`src/rtl/bank_reader.sv`:
```
// rtl/bank_reader.sv - burst reader: sequential bank reads into a 4-deep FIFO feeding a valid/ready stream
// Optional BANK_READER_TIMEOUT_EN adds a grant-starvation counter with a sticky stall output.
`timescale 1ns/1ps
module bank_reader #(
  parameter int a = 9,
  parameter int w = 128
) (
  input  logic         clk,
  input  logic         rstn,
  input  logic         start,
  input  logic [a-1:0] base,
  input  logic [a:0]   len,
  output logic         csel,
  output logic [a-1:0] addr,
  input  logic         grnt,
  input  logic [w-1:0] bdata,
  output logic         out_valid,
  input  logic         out_ready,
  output logic [w-1:0] out_data,
  output logic         busy,
`ifdef BANK_READER_TIMEOUT_EN
  output logic         done,
  output logic         stall
`else
  output logic         done
`endif
);

  typedef enum logic [1:0] {IDLE, REQ, DRAIN} state_t;

  state_t       state, state_next;
  logic [a:0]   remaining;
  logic         inflight;
  logic [2:0]   fifo_count;
  logic [1:0]   head, tail;
  logic [w-1:0] mem [4];
  logic         accept, granted, push, pop;

  // Requests are throttled so a granted word always has a free FIFO slot when it lands.
  always_comb begin
    state_next = state;
    accept     = (state == IDLE) && start;
    csel       = (state == REQ) && (remaining != '0) &&
                 ((fifo_count + 3'(inflight)) < 3'd3);
    granted    = csel && grnt;
    push       = inflight;
    out_valid  = (fifo_count != 3'd0);
    pop        = out_valid && out_ready;
    out_data   = mem[head];
    busy       = (state != IDLE);
    done       = (state == DRAIN) && !inflight && (fifo_count == 3'd0);
    case (state)
      IDLE:  if (accept) state_next = (len != '0) ? REQ : DRAIN;
      REQ:   if ((remaining == '0) || (granted && remaining == (a+1)'(1)))
               state_next = DRAIN;
      DRAIN: if (done) state_next = IDLE;
      default: state_next = IDLE;
    endcase
  end

  always_ff @(posedge clk or negedge rstn) begin
    if (!rstn) begin
      state      <= IDLE;
      addr       <= '0;
      remaining  <= '0;
      inflight   <= 1'b0;
      fifo_count <= 3'd0;
      head       <= 2'd0;
      tail       <= 2'd0;
    end else begin
      state    <= state_next;
      inflight <= granted;
      if (accept) begin
        addr      <= base;
        remaining <= len;
      end else if (granted) begin
        addr      <= addr + 1'b1;
        remaining <= remaining - 1'b1;
      end
      case ({push, pop})
        2'b10:   fifo_count <= fifo_count + 3'd1;
        2'b01:   fifo_count <= fifo_count - 3'd1;
        default: fifo_count <= fifo_count;
      endcase
      if (push) tail <= tail + 2'd1;
      if (pop)  head <= head + 2'd1;
    end
  end

  // Storage needs no reset: fifo_count alone decides which entries are live.
  always_ff @(posedge clk) begin
    if (push) mem[tail] <= bdata;
  end

`ifdef BANK_READER_TIMEOUT_EN
  logic [7:0] starve_cnt;

  always_ff @(posedge clk or negedge rstn) begin
    if (!rstn) begin
      starve_cnt <= 8'd0;
      stall      <= 1'b0;
    end else begin
      if (accept) stall <= 1'b0;
      if (granted) begin
        starve_cnt <= 8'd0;
      end else if (csel) begin
        if (starve_cnt != 8'hFF) starve_cnt <= starve_cnt + 8'd1;
        if (starve_cnt >= 8'hFE) stall <= 1'b1;
      end
    end
  end
`endif

endmodule

```
`config.mk`:
```
export PLATFORM = sky130hd
export DESIGN_NAME = bank_reader
export DESIGN_NICKNAME = d
export VERILOG_FILES = /design/src/rtl/bank_reader.sv
export SDC_FILE = /design/constraint.sdc
export NUM_CORES = 1
export LEC_CHECK = 0
export BUFFER_PORTS_ARGS = -buffer_cell sky130_fd_sc_hd__buf_2
export CORE_ASPECT_RATIO = 1.4
export CORE_MARGIN = 10
export CORE_UTILIZATION = 57
export DETAILED_ROUTE_END_ITERATION = 7
export PLACE_DENSITY_LB_ADDON = 0.05
export SETUP_SLACK_MARGIN = 0.3
export SYNTH_ARGS = -nofsm -noshare
export SYNTH_HDL_FRONTEND = slang
export SYNTH_SLANG_ARGS = --single-unit
export TNS_END_PERCENT = 5
```
`constraint.sdc`:
```
create_clock -name clk -period 5.6 [get_ports clk]
set_input_delay 0.56 -clock clk [delete_from_list [all_inputs] [get_ports clk]]
set_output_delay 0.56 -clock clk [all_outputs]
set_load 0.01 [all_outputs]
```
======== Yosys cells after proc, flatten, opt, wreduce, memory -nomap -nowiden ========
Memories as Yosys holds them, arrays and structs flattened.
Index checks and enable logic that the tools add are counted.
cells by class
  $add $sub $neg .......................... 7
  reductions and logical operators ........ 20
  magnitude comparators ................... 1
  mux-type cells .......................... 12
  eq/ne operators ......................... 8
operators by type and width
  kind                     number
  $mux W10                 2
  $reduce_bool A10 Y1      2
  $mux W9                  2
  $eq A10 B1 Y1 const B    1
  $logic_not A10 Y1        1
  $sub A10 B1 Y10 const B  1
  $add A9 B1 Y9 const B    1
  $logic_and A1 B1 Y1      8
  $mux W2                  4
  $pmux W2 S3              1
  $pmux W3 S2              1
  $reduce_bool A2 Y1       3
  $add A2 B1 Y2 const B    2
  $eq A2 B1 Y1 const B     2
  $eq A2 B2 Y1 const B     2
  $ne A2 B2 Y1 const B     2
  $add A3 B1 Y3            1
  $add A3 B1 Y3 const B    1
  $logic_not A3 Y1         1
  $lt A3 B2 Y1 const B     1
  $reduce_and A3 Y1        1
  $reduce_bool A3 Y1       1
  $sub A3 B1 Y3 const B    1
  $logic_not A2 Y1         1
  other kinds (4)          5
storage, ports and cells
  memories kept ........................... 1
  memory bits (writable) .................. 512
  output and inout port bits .............. 141
  bits of input ports ..................... 152
  bits in registers ....................... 29
  word-level logic and storage cells ...... 56
memories
  memory  depth  width  rd ports  clocked after memory_dff  wr ports  line  source
  mem     4      128    1         0                         1         36    logic [w-1:0] mem [4];

======== Depth between registers and ports, before layout ========
Gate-level depths: netlist of the first run.
  word-level depth ........................ 8
  mapped depth ............................ 10
  depth with buffers taken out ............ 8

======== Worst setup path before layout of the first run ========
Ideal clock, no wire load.
  path type ............................... reg-to-reg
  from .................................... register inflight
  to ...................................... memory mem[0][0], enable pin
  path buffers ............................ 1
  stages on the path, launching flop included .. 3
  clock period less this slack ............ 4079 ps
  required time ........................... 5098 ps
  library setup time ...................... 502 ps
  path slack .............................. 1521 ps
  arrival time ............................ 3577 ps
  cells stage by stage .................... dfrtp_1 -> clkbuf_1 -> and2_1
on the way
  longest elaborated chain between the ends .. 2
RTL lines
  what                           line  source
  from (decl)                    33    logic inflight;
  from (signal assigned)         72    inflight <= granted;
  $mux W1                        92    if (push) mem[tail] <= bdata;
  $mux W1 (implied by the code)  92
  to (decl)                      36
Every way passes these cells.

======== Final worst setup path of the first run ========
  from .................................... register head[0]
  to ...................................... output out_data[52]
on the way
  longest elaborated chain between the ends .. 1
RTL lines
  what                    line  source
  from (decl)             35    logic [1:0] head, tail;
  from (signal assigned)  86    if (pop) head <= head + 2'd1;
  $mem_v2 Z4 W128         -
  to (decl)               19    output logic [w-1:0] out_data,
Every way passes these cells.

==> flow_metrics.env, run 1 <==
export IMPL_ant_nets=0
export IMPL_ctsHoldBuffers=0
export IMPL_wl_met2_um=21000
export IMPL_placed_area_mm2=0.0222
export IMPL_final_common_cell="edfxtp_1"
export IMPL_viasPerCell=5.68
export IMPL_io_pins=293
export IMPL_dp_hpwl_um=25000
export IMPL_synth_top_area_share_pct=76.3
export IMPL_synth_top_cell_by_area="edfxtp_1"
export IMPL_seq_area_mm2=0.0161
export IMPL_synth_area_leaders="edfxtp_1 76%, mux4_2 14%, dfrtp_1 3.6%"
export IMPL_maxCapViolations=0
export IMPL_final_design_area_no_fill_mm2=0.0238
export IMPL_cp_max_fo=39
export IMPL_start_util_pct=57.6
export IMPL_slew_viol_final=0
export IMPL_outcome="complete, no violations"
export IMPL_gp_congestion=0.816
export IMPL_dr_wl_met3_um=3500
export IMPL_drc=0
export IMPL_root_buffer="clkbuf_16"
export IMPL_vdd_drop_max_mv=0.318
export IMPL_antenna_found_initial=8
export IMPL_area_delta_synth_final_pct=18.3
export IMPL_ctsResizeCount=0
export IMPL_hold_viol_final=0
export IMPL_critPathBufInv=2
export IMPL_grt_pass1_vias=10214
export IMPL_period_needed_ns=3.40
export IMPL_tns_ns=0
export IMPL_dieArea_mm2=0.0434
export IMPL_fin_worst_skew_ns=0.0185
export IMPL_synth_nets=1024
export IMPL_fp_dieH_um=242
export IMPL_drt_total_wl_um=40100
export IMPL_syn_cell_area_mm2=0.0202
export IMPL_crit_chain="buf_4 -> mux4_2 -> buf_2"
export IMPL_final_util_pct=68.2
export IMPL_critPathMaxStageDelay_ns=0.95
export IMPL_maxSlewHeadroom_pct=32.5
export IMPL_p_leak_nw=8.22
export IMPL_grt_max_degree=113
export IMPL_crit_family="flip-flops"
export IMPL_vias=9516
export IMPL_clock_sinks=541
export IMPL_tightest_slew_ns=1.01
export IMPL_wl_per_cell_um=23.9
export IMPL_grt_pass1_wl_um=61200
export IMPL_cts_tree="yes"
export IMPL_dr_pass1_iters=5
export IMPL_place_ws_ns=2.66
export IMPL_routed_top_layer="met5"
export IMPL_cp_data_arrival_time_ns=2.84
export IMPL_core_area_mm2=0.0350
export IMPL_finalSetupViolCount=0
export IMPL_synth_cell_types=48
export IMPL_ys_warn_count=0
export IMPL_fmax_mhz=294
export IMPL_critical_path_required_ns=5.04
export IMPL_rsz0062_at_grt="false"
export IMPL_power_density_mw_per_mm2=475
export IMPL_num_nets_final=1340
export IMPL_clkSlewWorstSetupHoldPaths_ns=0.06
export IMPL_syn_avg_cell_area_um2=23.4
export IMPL_hold_slack_ns=0.0539
export IMPL_drive_gt1_share_pct=42.3
export IMPL_fillers=2306
export IMPL_clock_latency_ns=0.56
export IMPL_critical_path_class="register to output port"
export IMPL_grt_ovfl_total=0
export IMPL_hold_path_class="primary input to async pin"
export IMPL_worstSetupEndpointType="output port"
export IMPL_mostFrequentLayoutCells="512 x edfxtp_1, 292 x buf_2, 128 x mux4_2, 49 x clkbuf_16, 27 x dfrtp_1"
export IMPL_synth_seq_cells=541
export IMPL_cts_setup_buffers=0
export IMPL_die_w_um=179
export IMPL_rows=81
export IMPL_synth_cells=860
export IMPL_worst_path_max_delay_cell="dfrtp_4"
export IMPL_globalRouteTotalUtil_pct=18.6
export IMPL_wl_met1_um=14900
export IMPL_start_kind="register"
export IMPL_drt_iter0_drc=571
export IMPL_cts_inserted_buffers=48
export IMPL_io_buffers=292
export IMPL_cts_htree_levels=2
export IMPL_cts_path_max_buffers=3
export IMPL_ys_seq_area_share_pct=79.9
export IMPL_multiInputGateArea_mm2=0.00382
export IMPL_fin_crit_sh_pct=60.7
export IMPL_fin_ws_ns=2.20
stage by stage:
step           cells  power [mW]
2_1_floorplan    860        6.96
3_3_place_gp    1582        8.03
3_5_place_dp    1582        8.06
4_1_cts         1671        11.5
5_1_grt         1672        11.9
6_report        1675        11.3
cell type report:
| cell class | count | area share [%] |
|---|---|---|
| tap | 456 | 2.39 |
| multi-input combinational | 265 | 16.0 |
| inverter | 18 | 0.283 |
| clock buffer | 56 | 5.25 |
| timing repair buffer | 302 | 6.65 |
| antenna | 4 | 0.0420 |
| sequential | 541 | 67.6 |
| clock inverter | 33 | 1.79 |
cell usage after synthesis (all sizes together):
cell type and instances:
a21bo 1, nand3 7, dfrtp 29, a221o 2, a31oi 1, a22oi 1, xnor2 4, nor4b 1
and2 6, a211oi 1, o311ai 1, nor3 4, o21ai 16, nand2 21, nand4 2, fa 1
a221oi 2, mux4 128, and4 1, o21bai 2, nand2b 1, edfxtp 512, nor3b 1, and3 6
inv 18, nor2b 1, xor2 9, a21oi 7, o22ai 6, clkbuf 20, o41a 2, o41ai 1
ha 11, or3 2, o211ai 1, or4 4, buf 16, nor4 2, nor2 9
power by group:
| part | total (mW) | switching, mW | internal, mW |
|---|---|---|---|
| clock network | 3.44 | 1.37 | 2.07 |
| logic | 2.85 | 1.44 | 1.41 |
| registers | 5.04 | 0.317 | 4.72 |
| total | 11.3 | 3.13 | 8.20 |
flip-flops by register name, summed over array words and instances, names as in the netlist:
register / cells
addr: 9
fifo_count: 3
remaining: 10
tail: 2
head: 2
state: 2
mem: 512
inflight: 1
final timing paths:
check | startpoint | endpoint | slack [ns] | cells after the start
worst max-delay path | head[0] | out_data[52] | 2.20 | 3
worst min-delay path | rstn | addr[7] | 0.05 | 1
worst max register to register | inflight | remaining[9] | 2.96 | 7
worst min register to register | state[1] | state[1] | 0.51 | 1
max in group asynchronous | rstn | head[1] | 5.03 | 1
min in group clk | bdata[11] | mem[2][11] | 0.21 | 1
routing by layer:
metal  track usage, %  up-vias
met1             22.8     4918
met4             4.46       12
li1                 -     4257
met3             6.08       51
met5                0        -
met2             31.1      278
logic make-up (layout without fill, tap and decap cells):
logic type,count (synthesis),after routing,share of synthesized area [%]
flip-flops,541,541,79.9
adder cells (fa/ha/maj),12,12,0.782
buffers and inverters,54,409,1.19
multiplexers,128,128,14.3
AO/OA/AOI/OAI,44,44,1.48
AND/OR/NAND/NOR,68,68,1.78
XOR/XNOR,13,13,0.565
other,0,4,0
Power figures use the tool's default switching activity.
==> run 2: changes to the inputs <==
--- a/config.mk
+++ b/config.mk
@@ -8,7 +8,7 @@
 export BUFFER_PORTS_ARGS = -buffer_cell sky130_fd_sc_hd__buf_2
 export CORE_ASPECT_RATIO = 1.4
 export CORE_MARGIN = 10
-export CORE_UTILIZATION = 57
+export CORE_UTILIZATION = 51
 export DETAILED_ROUTE_END_ITERATION = 7
 export PLACE_DENSITY_LB_ADDON = 0.05
 export SETUP_SLACK_MARGIN = 0.3
==> constraint.sdc (replaced) <==
create_clock -name clk -period 3.1 [get_ports clk]
set_input_delay 0.31 -clock clk [delete_from_list [all_inputs] [get_ports clk]]
set_output_delay 0.31 -clock clk [all_outputs]
set_load 0.01 [all_outputs]
==> run 2 against run 1 <==
Compared with the run above: core utilization shrank 2.9 points; first-iteration DRC count down 13%; via count grew 6.7%; critical endpoint is now csel; clock skew decreased by 0.0024 ns; sequential power is 76% higher; register-to-register slack got worse by 2.2 ns; largest cell class unchanged; critical path type unchanged; die area increased by 11%; clock power grew 85%; sequential share of layout area down 4.6 points; wire length grew 6.4%; non-clock buffer count up 150; total power is 86% higher.
==> flow_metrics.env, run 2 (synthesis results as in run 1) <==
export IMPL_ctsResizeCount=0
export IMPL_p_sw_mw=5.88
export IMPL_drt_total_wl_um=42600
export IMPL_drive_gt1_share_pct=38.6
export IMPL_root_buffer="clkbuf_16"
export IMPL_p_clk_share_pct=30.3
export IMPL_placed_area_mm2=0.0225
export IMPL_tightest_slew_ns=0.687
export IMPL_swShare_pct=27.9
export IMPL_p_int_mw=15.2
export IMPL_dieArea_mm2=0.0480
export IMPL_dr_pass1_iters=4
export IMPL_final_design_area_no_fill_mm2=0.0256
export IMPL_num_nets_final=1493
export IMPL_fin_crit_sh_pct=86.7
export IMPL_rsz0062_at_grt="false"
export IMPL_wl_per_cell_um=22.4
export IMPL_grt_max_degree=71
export IMPL_fmax_mhz=372
export IMPL_globalRouteTotalUtil_pct=17.8
export IMPL_finalSetupViolCount=0
export IMPL_mostFrequentLayoutCells="512 x edfxtp_1, 292 x buf_2, 138 x dlygate4sd3_1, 128 x mux4_2, 52 x clkbuf_16"
export IMPL_p_seq_share_pct=42.0
export IMPL_hold_slack_ns=0.0333
export IMPL_rows=86
export IMPL_ant_nets=0
export IMPL_cp_startpoint="remaining[7]"
export IMPL_power_density_mw_per_mm2=823
export IMPL_clkSlewWorstSetupHoldPaths_ns=0.07
export IMPL_outcome="complete, no violations"
export IMPL_maxCapViolations=0
export IMPL_io_buffers=292
export IMPL_period_needed_ns=2.69
export IMPL_hold_path_class="primary input to register"
export IMPL_slew_viol_final=0
export IMPL_drc=0
export IMPL_area_delta_synth_final_pct=27.0
export IMPL_clock_sinks=541
export IMPL_io_pins=293
export IMPL_gp_congestion=0.799
export IMPL_clock_latency_ns=0.56
export IMPL_maxSlewHeadroom_pct=54.2
export IMPL_grt_pass1_wl_um=66200
export IMPL_r2r_start="remaining[7]"
export IMPL_start_util_pct=51.4
export IMPL_fin_cells=1901
export IMPL_fp_dieH_um=255
export IMPL_p_leak_nw=8.94
export IMPL_critical_path_required_ns=2.79
export IMPL_grt_ovfl_total=0
export IMPL_cts_tree="yes"
export IMPL_fin_worst_skew_ns=0.0162
export IMPL_hold_viol_final=0
export IMPL_top_register="mem"
export IMPL_grt_pass1_vias=11353
export IMPL_pwr_share_comb_pct=27.6
export IMPL_viasPerCell=5.34
export IMPL_critical_path_class="register to output port"
export IMPL_drt_iter0_drc=499
export IMPL_min_delay_start="len[2]"
export IMPL_dp_cells=1665
export IMPL_cp_max_fo=6
export IMPL_antenna_found_initial=3
export IMPL_cts_htree_levels=2
export IMPL_final_common_cell="edfxtp_1"
export IMPL_core_area_mm2=0.0392
export IMPL_cts_inserted_buffers=51
export IMPL_cp_data_arrival_time_ns=2.38
export IMPL_start_kind="register"
export IMPL_die_w_um=188
export IMPL_reg_largest_list="mem (512), remaining (10), addr (9)"
export IMPL_cts_path_max_buffers=3
export IMPL_dp_hpwl_um=26200
export IMPL_largest_reg_flops=512
export IMPL_vias=10158
export IMPL_vdd_drop_max_mv=0.584
export IMPL_worstSetupEndpointType="output port"
run 2: final cells by class:
type	count	area (um2)
Sequential cell	541	16100
Fill cell	2721	13600
Multi-Input combinational cell	265	3820
Timing Repair Buffer	452	3190
Clock buffer	62	1340
Tap cell	528	661
Clock inverter	32	393
Inverter	18	67.6
Antenna cell	3	7.51
run 2: power by group through the flow:
stage | sequential [mW] | clock, mW | combinational, mW
after CTS | 8.86 | 6.56 | 6.00
final | 8.85 | 6.38 | 5.82
after floorplan | 8.93 | 0 | 3.64
after detailed placement | 9.05 | 0 | 5.76
after global placement | 9.03 | 0 | 5.76
after global routing | 8.90 | 6.84 | 6.35
run 2: through the flow:
stage	worst slack (ns)	TNS, ns	utilization (%)	total power [mW]
floorplan	-0.979	-373.69	-	12.6
global placement	0.813	0	57.3	14.8
detailed placement	0.764	0	57.3	14.8
CTS	0.388	0	65.3	21.4
global route	0.359	0	65.3	22.1
finish	0.411	0	65.3	21.1
run 2: worst max-delay path, cell delays in order, from the launching register on:
cell and delay [ns]:
dfrtp_1 0.41, or4_4 0.56, o41a_4 0.49, and3_1 0.21, buf_2 0.14
run 2: path summary, 6_finish.rpt:
path                       slack [ns]           end  cells past startpoint
setup / recovery                 0.41          csel                      4
hold / removal                   0.03  remaining[2]                      3
setup reg to reg                 0.74  remaining[9]                      6
hold reg to reg                  0.52      state[1]                      1
max in group asynchronous        2.26       head[0]                      2
min in group asynchronous        0.33       addr[1]                      2
run 2: timing repair:
| item | in CTS | in global routing |
|---|---|---|
| setup endpoints to repair | 14 | 0 |
| hold buffers | 138 | 0 |
| setup buffers | 1 | 0 |
| hold endpoints to repair | 550 | 0 |
run 2: routing by layer:
metal  up-vias  share of wire (%)  track usage [%]
met5         -                  0                0
met4         0                2.1             5.13
met3        57                7.5             5.40
met2       302                 51             30.4
met1      5243                 39             21.5
li1       4556                  -                -
